===== src/rtl/shared_array_arbiter.sv =====
// Two-port arbiter/sequencer in front of a shared single-port register array.
// Ports: clk, reset, per-port req/we/addr/wdata in, ack/rdata out; macro ARB_RR_EN.
//
// shared_array_arbiter
// --------------------
// Purpose:
//   Serializes read/write accesses from two independent requesters onto an
//   internal WIDTH x DEPTH register array. One access is in flight at a
//   time: IDLE picks a winner and latches its request, BUSY performs the
//   array access and registers a one-cycle ack for the winner.
//
// Ports:
//   clk            rising-edge clock
//   reset          synchronous, active-high reset
//   reqN           port N request level, held until ackN
//   weN            port N: 1 = write, 0 = read
//   addrN [AW]     port N entry address
//   wdataN [WIDTH] port N write data
//   ackN           port N one-cycle completion pulse
//   rdataN [WIDTH] port N read data, valid with ackN after a read
//
// Configuration:
//   ARB_RR_EN  defined     -> round-robin tie-break with last-grant pointer
//              not defined -> fixed priority, port 0 wins every tie
//
// The array contents are not cleared by reset.

module shared_array_arbiter #(
    parameter int WIDTH = 8,
    parameter int DEPTH = 32,
    parameter int AW    = 5
) (
    input  logic             clk,
    input  logic             reset,

    input  logic             req0,
    input  logic             we0,
    input  logic [AW-1:0]    addr0,
    input  logic [WIDTH-1:0] wdata0,
    output logic             ack0,
    output logic [WIDTH-1:0] rdata0,

    input  logic             req1,
    input  logic             we1,
    input  logic [AW-1:0]    addr1,
    input  logic [WIDTH-1:0] wdata1,
    output logic             ack1,
    output logic [WIDTH-1:0] rdata1
);

    // ------------------------------------------------------------------
    // Elaboration-time parameter sanity
    // ------------------------------------------------------------------
    if (DEPTH != (1 << AW)) begin : g_bad_params
        $error("shared_array_arbiter: DEPTH must equal 2**AW");
    end

    // ------------------------------------------------------------------
    // Types and state
    // ------------------------------------------------------------------
    typedef enum logic {
        S_IDLE = 1'b0,
        S_BUSY = 1'b1
    } state_t;

    state_t r_state;
    state_t w_next_state;

    logic [WIDTH-1:0] r_mem [DEPTH];

    // Latched winning request (0 = port 0, 1 = port 1)
    logic             r_win;
    logic             r_we;
    logic [AW-1:0]    r_addr;
    logic [WIDTH-1:0] r_wdata;

    logic             r_ack0;
    logic             r_ack1;
    logic [WIDTH-1:0] r_rdata0;
    logic [WIDTH-1:0] r_rdata1;

    // ------------------------------------------------------------------
    // Eligibility and winner selection
    // ------------------------------------------------------------------
    // A port whose ack is currently high has not yet had a chance to drop
    // its request, so it is masked for this cycle.
    logic w_elig0;
    logic w_elig1;
    logic w_any;
    logic w_win;

    assign w_elig0 = req0 & ~r_ack0;
    assign w_elig1 = req1 & ~r_ack1;
    assign w_any   = w_elig0 | w_elig1;

`ifdef ARB_RR_EN
    // Last-grant pointer: on a tie the port not granted last wins.
    logic r_last;

    assign w_win = (w_elig0 & w_elig1) ? ~r_last : w_elig1;
`else
    // Fixed priority: port 0 wins whenever it is eligible.
    assign w_win = ~w_elig0;
`endif

    // ------------------------------------------------------------------
    // FSM: state register
    // ------------------------------------------------------------------
    always_ff @(posedge clk) begin
        if (reset) begin
            r_state <= S_IDLE;
        end else begin
            r_state <= w_next_state;
        end
    end

    // ------------------------------------------------------------------
    // FSM: next-state logic
    // ------------------------------------------------------------------
    always_comb begin
        w_next_state = r_state;
        unique case (r_state)
            S_IDLE: begin
                if (w_any) begin
                    w_next_state = S_BUSY;
                end
            end
            S_BUSY: begin
                w_next_state = S_IDLE;
            end
            default: begin
                w_next_state = S_IDLE;
            end
        endcase
    end

    // ------------------------------------------------------------------
    // FSM: output decode
    // ------------------------------------------------------------------
    logic w_latch;   // capture the winner's request this cycle
    logic w_access;  // perform the latched access this cycle

    always_comb begin
        w_latch  = 1'b0;
        w_access = 1'b0;
        unique case (r_state)
            S_IDLE: begin
                w_latch = w_any;
            end
            S_BUSY: begin
                w_access = 1'b1;
            end
            default: begin
                w_latch  = 1'b0;
                w_access = 1'b0;
            end
        endcase
    end

    // ------------------------------------------------------------------
    // Grant pointer
    // ------------------------------------------------------------------
`ifdef ARB_RR_EN
    always_ff @(posedge clk) begin
        if (reset) begin
            r_last <= 1'b1;
        end else if (w_latch) begin
            r_last <= w_win;
        end
    end
`endif

    // ------------------------------------------------------------------
    // Request capture
    // ------------------------------------------------------------------
    // Only the winner's inputs are sampled; the loser's are ignored
    // until it is granted in a later IDLE cycle.
    always_ff @(posedge clk) begin
        if (reset) begin
            r_win   <= 1'b0;
            r_we    <= 1'b0;
            r_addr  <= '0;
            r_wdata <= '0;
        end else if (w_latch) begin
            r_win <= w_win;
            if (w_win) begin
                r_we    <= we1;
                r_addr  <= addr1;
                r_wdata <= wdata1;
            end else begin
                r_we    <= we0;
                r_addr  <= addr0;
                r_wdata <= wdata0;
            end
        end
    end

    // ------------------------------------------------------------------
    // Array write
    // ------------------------------------------------------------------
    // Reset during BUSY aborts the access, so the write is gated by it.
    always_ff @(posedge clk) begin
        if (!reset && w_access && r_we) begin
            r_mem[r_addr] <= r_wdata;
        end
    end

    // ------------------------------------------------------------------
    // Completion: ack pulse and read data
    // ------------------------------------------------------------------
    always_ff @(posedge clk) begin
        if (reset) begin
            r_ack0   <= 1'b0;
            r_ack1   <= 1'b0;
            r_rdata0 <= '0;
            r_rdata1 <= '0;
        end else begin
            r_ack0 <= w_access & ~r_win;
            r_ack1 <= w_access &  r_win;
            if (w_access && !r_we && !r_win) begin
                r_rdata0 <= r_mem[r_addr];
            end
            if (w_access && !r_we && r_win) begin
                r_rdata1 <= r_mem[r_addr];
            end
        end
    end

    assign ack0   = r_ack0;
    assign ack1   = r_ack1;
    assign rdata0 = r_rdata0;
    assign rdata1 = r_rdata1;

endmodule

===== config.mk =====
export PLATFORM = sky130hd
export DESIGN_NAME = shared_array_arbiter
export DESIGN_NICKNAME = d
export VERILOG_FILES = /design/src/rtl/shared_array_arbiter.sv
export SDC_FILE = /design/constraint.sdc
export NUM_CORES = 1
export LEC_CHECK = 0
export ABC_AREA = 1
export BUFFER_PORTS_ARGS = -buffer_cell sky130_fd_sc_hd__buf_2
export CORE_ASPECT_RATIO = 1.1
export CORE_UTILIZATION = 61
export DETAILED_ROUTE_END_ITERATION = 16
export GPL_ROUTABILITY_DRIVEN = 0
export HOLD_SLACK_MARGIN = 0.06
export PLACE_DENSITY = 0.77
export SLEW_MARGIN = 20
export SYNTH_ARGS = -nofsm -noshare
export SYNTH_HDL_FRONTEND = slang
export SYNTH_SLANG_ARGS = --single-unit

===== constraint.sdc =====
create_clock -name clk -period 1.9 [get_ports clk]
set_input_delay 0.285 -clock clk [delete_from_list [all_inputs] [get_ports clk]]
set_output_delay 0.285 -clock clk [all_outputs]
set_load 0.01 [all_outputs]

# After elaboration in Yosys (flattened, before gate mapping)
# Memories as Yosys holds them, arrays and structs flattened. A register that Yosys moved wholly into a read port is not among the register bits.
# Cells that the tools add are included.
[word_totals]
n_memories = 1
output_inout_bits = 18
elab_cells = 39
ramBits = 256
regBits = 34
in_bits = 32
[mem_list]
columns = ["memory", "depth", "width", "rd", "rd_ports_with_merged_regs", "write_ports", "line", "source"]
rows = [
  ["r_mem", 32, 8, 1, 1, 1, "69", "logic [WIDTH-1:0] r_mem [DEPTH];"],
]
[op_classes]
n_reduce_logical = 8
bitwise = 10
mux = 11
[op_table]
columns = ["operator", "count"]
rows = [
  ["two-way mux 5 bit", 3],
  ["two-way mux 8 bit", 1],
  ["two-way mux 1 bit", 6],
  ["logical AND 1 bit", 5],
  ["inverter 1 bit", 5],
  ["AND 1 bit", 4],
  ["zero test 1 bit", 3],
  ["case mux 1 bit (2 select lines)", 1],
  ["OR 1 bit", 1],
]

# Depth between registers and ports, before layout
# Gate-level depths: netlist of the first run.
[logic_depth]
ltp_word = 6
mapped_depth = 11

# Worst setup path after synthesis of the first run
# No wires, ideal clock.
[synth_timing]
kind = "input port to flip-flop"
from = "in reset"
to = "mem r_mem[0][0] (enable)"
cell_stages = 5
path_slack_ns = 0.271
path_buffers = 0
required_time_ns = 1.530
setup_ns = 0.370
arrival_time_ns = 1.258
path_cell_list = "inv_1 > nand2_1 > nor2_1 > nand3_1 > nor2_1"
[synth_between]
elab_chain_cells = 5
[synth_lines]
columns = ["element", "line", "source"]
rows = [
  ["from (decl)", "34", "input logic reset,"],
  ["zero test 1 bit", "203", "if (!reset && w_access && r_we) begin"],
  ["logical AND 1 bit (2 in a row)", "203", ""],
  ["two-way mux 1 bit", "203", ""],
  ["two-way mux 1 bit (implied by the code)", "204", "r_mem[r_addr] <= r_wdata;"],
  ["to (decl)", "69", ""],
]
# Every way passes these cells.

==> results.yml, run 1 <==
pwr:
  p_sw_share_pct: 24.2
  combPwrFrac_pct: 11.5
  p_clk_share_pct: 38.9
  power_frac_seq_pct: 49.7
  total_power_mw: 14.6
  power_density_mw_per_mm2: 1060
  ir_worst_vdd_uv: 866
  p_leak_nw: 5.30
  p_int_mw: 11.1
  power.switching_mw: 3.55
sta:
  period_share_pct: 95.5
  finalSetupViolations: 0
  tightest_slew_ps: 750
  fmax_ghz: 0.551
  fin_crit_ps: 1810
  slew_violations: 0
  max_slew_margin_pct: 50.0
  skew_ps: 23.3
  hold_violations: 0
  fin_ws_ps: 85.4
  rsz0062_at_grt: "false"
  fin_tns_setup_ps: 0
yosys:
  syn_area_per_cell_sq_um: 11.2
  yosys-top-cells-area: "edfxtp_1, nand2_1, nand3_1, dfxtp_1, buf_4"
  yosys_warnings: 0
  yosysTopAreaCell: "edfxtp_1"
  ys_seq_elements: 295
  synth.most_common_cell: "nand2_1"
  synthCells: 1056
  synth_area_sq_mm: 0.0118
  synth_commonest_cells: "nand2_1, edfxtp_1, nand3_1"
  synth.distinct_cells: 17
  synth-edff-count: 256
  async_flop_share_pct: 0
  synth_nets: 1088
  netlist.area_leader.share_pct: 65.0
  ys_seq_area_share_pct: 71.6
  synth_ff_type: "edfxtp_1"
cells_and_area:
  synthToLayoutAreaGrowth_pct: 16.9
  fin_util_pct: 72.6
  antennaDiodeCount: 0
  final_nets: 1197
  drive_above_1_share_pct: 13.3
  stdcell_count: 1433
global_routing:
  grt_pass1_vias: 7959
  grt.overflow.total: 0
  grt_pass1_wl_um: 42600
  antenna_found_initial: 0
  grt_max_degree: 70
  gr-usage-all-layers_pct: 28.5
route:
  drtPass1Iterations: 5
  via_per_inst: 5.81
  drt_iter0_markers: 844
  wire_per_inst_um: 19.4
  drc: 0
  wirelength_um: 27900
  ant_nets: 0
  vias: 8323
placement:
  port_buffers: 49
  dp.cells: 1353
  dp_slack_ps: 182
  place_hpwl_um: 15700
floorplanning:
  die_w_um: 135
  ios: 50
  std_cell_rows: 53
  coreArea_sq_mm: 0.0190
  dieArea_sq_mm: 0.0199
  fp.dieH_um: 148
  start_util_pct: 62.1
cts:
  path_clk_slew_ps: 60
  cts.repair.resized: 0
  cts.sinks: 295
  cts_buffers: 28
  tritoncts: "done"
  htreeDepth: 1
  clk_latency_ps: 550
  cts-root-buf: "clkbuf_16"
  clock_path_buffers: 3
worst_setup_path:
  start_kind: "flop"
  path_class: "flop to flop"
  worst_setup_path_end_kind: "flop"
  critical_path_peak_fanout: 28
  cp.arrival_ps: 2240
  worst_ep_required_time_ps: 2330
worst_hold_path:
  hold_class: "input port to flop"
run_status:
  status: "completed"
run:
  maxCapViolCount: 0
==> registers in the layout, indices dropped and copies added (netlist names), named ones only <==
register,cells
r_we,1
r_win,1
r_mem,256
r_state,1
ack1,1
r_wdata,8
rdata0,8
ack0,1
r_addr,5
rdata1,8
==> routing by layer <==
layer	part of all wire, %	global-route usage, %	wire length [um]	vias to the layer above
met5	0	0	0	-
met4	3.4	11.3	937	0
met3	7.7	2.91	2140	66
met2	51	49.2	14300	410
met1	38	37.1	10500	3957
li1	-	-	-	3890
==> path summary, 6_finish.rpt <==
path / cells past startpoint / slack [ps] / start / endpoint
hold / removal: 5 / 220 / req1 / r_state
setup reg to reg: 5 / 90 / ack0 / flop
hold reg to reg: 1 / 490 / r_win / ack0
setup / recovery: 5 / 90 / ack0 / flop
==> power groups by stage <==
stage | Combinational, mW | Clock (mW) | Sequential [mW]
6_report | 1.68 | 5.69 | 7.28
5_1_grt | 1.82 | 5.99 | 7.28
4_1_cts | 1.65 | 5.70 | 7.27
3_5_place_dp | 1.59 | 0 | 7.41
3_3_place_gp | 1.56 | 0 | 7.41
2_1_floorplan | 0.946 | 0 | 7.48
==> critical path, cell delays in order, from the launching register on <==
cell	delay (ps)
dfxtp_1	320
nor2_2	140
o21ai_0	150
inv_1	580
o21ai_0	200
a31oi_1	300
==> logic make-up (layout without fill, tap and decap cells) <==
kind of cell	Yosys count	after routing	synth area share (%)
flip-flops	295	295	71.6
AND/OR/NAND/NOR	618	618	22.0
buffers and inverters	80	210	3.56
AO/OA/AOI/OAI	63	63	2.81
==> final cells by class <==
class                           instances  area (sq um)
Sequential cell                       295          8470
Fill cell                            1171          5210
Multi-Input combinational cell        681          2940
Timing Repair Buffer                  141          1100
Clock buffer                           35           727
Tap cell                              247           309
Clock inverter                         16           214
Inverter                               18          68.8
==> per-stage QoR <==
stage	hold slack [ps]	cell area (sq um)
after floorplan	357	11800
after global placement	460	12600
after detailed placement	463	12600
after CTS	136	13800
after global routing	218	13800
final	219	13800
==> cells in the final DEF (no fill, tap or decap), types with 4 or more instances in the layout <==
| cell type | count |
|---|---|
| clkbuf_1 | 7 |
| clkinv_1 | 4 |
| edfxtp_1 | 256 |
| dlygate4sd3_1 | 29 |
| inv_1 | 16 |
| dfxtp_1 | 37 |
| bufinv_16 | 5 |
| o21ai_0 | 32 |
| buf_4 | 56 |
| clkbuf_16 | 28 |
| buf_12 | 7 |
| clkinv_2 | 6 |
| nand2_1 | 359 |
| buf_2 | 49 |
| a21oi_1 | 17 |
| a31oi_1 | 14 |
| nor2_1 | 38 |
| nand3_1 | 218 |
==> what timing repair did <==
action | in CTS | in global routing
hold endpoints to repair | 21 | 0
hold buffers | 29 | 0
setup buffers | 0 | 0
Power figures use the tool's default switching activity.
==> inputs of run 2 (changes only) <==
==> constraint.sdc (replaced) <==
create_clock -name clk -period 1.9 [get_ports clk]
set_input_delay 0.19 -clock clk [delete_from_list [all_inputs] [get_ports clk]]
set_output_delay 0.19 -clock clk [all_outputs]
set_load 0.01 [all_outputs]
==> run 2 against run 1 <==
Effect of this change:
- wire length is 2.2% lower
- sequential cell count stayed put
- sequential power hardly changed
- clock skew is 5.4 ps lower
- clock power is 10% lower
- non-clock buffer count stayed put
- die area stayed put
- utilization is 0.51 points lower
- critical path depth is 5 higher
- first-iteration DRC count is 4.5% higher
- highest routed layer unchanged
==> results.yml, run 2 (same netlist as run 1, synthesis figures left out) <==
worst_setup_path:
  cp.arrival_ps: 2170
  cp-endpoint: "rdata1[4]"
  cpPeakStageDelay_ps: 370
  worst_setup_path_end_kind: "flop"
  start_kind: "flop"
  cp_cell_sequence: "clkinv_2 > buf_12 > nand2_1 > nand3_1 > nand3_1 > nand2_1 > nand2_1 > nand3_1 > nand2_1 > a21oi_1"
  rr_worst_depth: 10
  path_class: "flop to flop"
  critical_path_peak_fanout: 55
  worstReg2RegEnd: "rdata1[4]"
  crit_buf_inv: 2
  path_depth: 10
  crit_top_cell: "nand2_1"
  critPathTopFamily: "simple AND/OR/NAND/NOR gates"
  cpMaxStageDelayCell: "dfxtp_4"
  r2r_slack_ps: 190
  worst_ep_required_time_ps: 2360
worst_hold_path:
  hold_class: "input port to flop"
cts:
  cts_buffers: 27
  tritoncts: "done"
  clock_path_buffers: 3
  cts-root-buf: "clkbuf_16"
  cts.sinks: 295
  cts.repair.resized: 0
  htreeDepth: 1
  postCtsSetupBuffers: 0
  clk_latency_ps: 540
  cts_hold_buf: 30
  path_clk_slew_ps: 70
global_routing:
  grt_pass1_wl_um: 42200
  antenna_found_initial: 0
  gr-usage-all-layers_pct: 28.2
  grt_max_degree: 70
  grt.overflow.total: 0
  grt_pass1_vias: 7946
cells_and_area:
  final_cell_mix: "nand2_1, edfxtp_1, nand3_1"
  fin_util_pct: 72.1
  antennaDiodeCount: 0
  synthToLayoutAreaGrowth_pct: 16.1
  drive_above_1_share_pct: 13.4
  final_nets: 1196
  layout_commonest_cell: "nand2_1"
  largest_register_ffs: 256
  stdcell_count: 1432
  regMostFlops: "r_mem"
run:
  maxCapViolCount: 0
pwr:
  p_leak_nw: 5.26
  power_density_mw_per_mm2: 1020
  ir_worst_vdd_uv: 914
floorplanning:
  std_cell_rows: 53
  fp.dieH_um: 148
  dieArea_sq_mm: 0.0199
  die_w_um: 135
  coreArea_sq_mm: 0.0190
  start_util_pct: 62.1
  ios: 50
placement:
  dp_slack_ps: 273
  port_buffers: 49
  place_hpwl_um: 15400
  dp.cells: 1352
sta:
  slew_violations: 0
  tightest_slew_ps: 726
  period_share_pct: 90.1
  fin_ws_ps: 189
  hold_violations: 0
  skew_ps: 17.9
  finalSetupViolations: 0
  fin_crit_ps: 1710
  rsz0062_at_grt: "false"
  max_slew_margin_pct: 51.5
  fin_tns_setup_ps: 0
  fmax_ghz: 0.584
route:
  drc: 0
  vias: 8362
  drt_iter0_markers: 882
  via_per_inst: 5.84
  ant_nets: 0
  wire_per_inst_um: 19.0
  drtPass1Iterations: 5
  wirelength_um: 27300
run_status:
  status: "completed"
## run 2: worst min-delay path by stage
stage	startpoint	endpoint	slack, ps	cells after the start
finish	req0	r_win	190	5
global route	req0	r_win	230	5
CTS	req0	r_win	170	5
detailed placement	reset	r_state	370	2
global placement	reset	r_state	370	2
floorplan	reset	r_state	260	1
## run 2: final cells by class
cell class,instances,area (sq um)
inverter,18,68.8
timing repair buffer,141,1100
sequential,295,8470
clock buffer,34,722
multi-input combinational,681,2940
clock inverter,16,120
tap,247,309
fill,1216,5310
## run 2: where the power goes
part | switching [mW] | leakage [nW] | internal (mW)
registers | 0.0644 | 2.68 | 7.21
clock network | 2.25 | 0.421 | 2.85
logic | 1.17 | 2.16 | 0.499
total | 3.48 | 5.26 | 10.6
## run 2: worst reg2reg max path, delay by kind of cell, from the launching register on
family                 cells  cell delay [ps]
and+or+nand+nor            7              750
DFF                        1              370
buffers and inverters      2              340
AOI/OAI and AO/OA          1              180
## run 2: per-layer routing
metal / up-vias / global-route usage [%] / part of all wire (%)
met3: 77 / 2.91 / 6.5
li1: 3899 / - / -
met5: - / 0 / 0
met4: 0 / 13.1 / 3.8
met1: 3992 / 37.7 / 40
met2: 394 / 46.8 / 50
## run 2: per-stage QoR
step / power, mW / cell area, sq um / hold slack, ps
3_5_place_dp: 8.99 / 12600 / 368
6_report: 14.0 / 13700 / 192
4_1_cts: 14.1 / 13700 / 175
5_1_grt: 14.5 / 13700 / 229
3_3_place_gp: 8.97 / 12600 / 370
2_1_floorplan: 8.43 / 11800 / 262
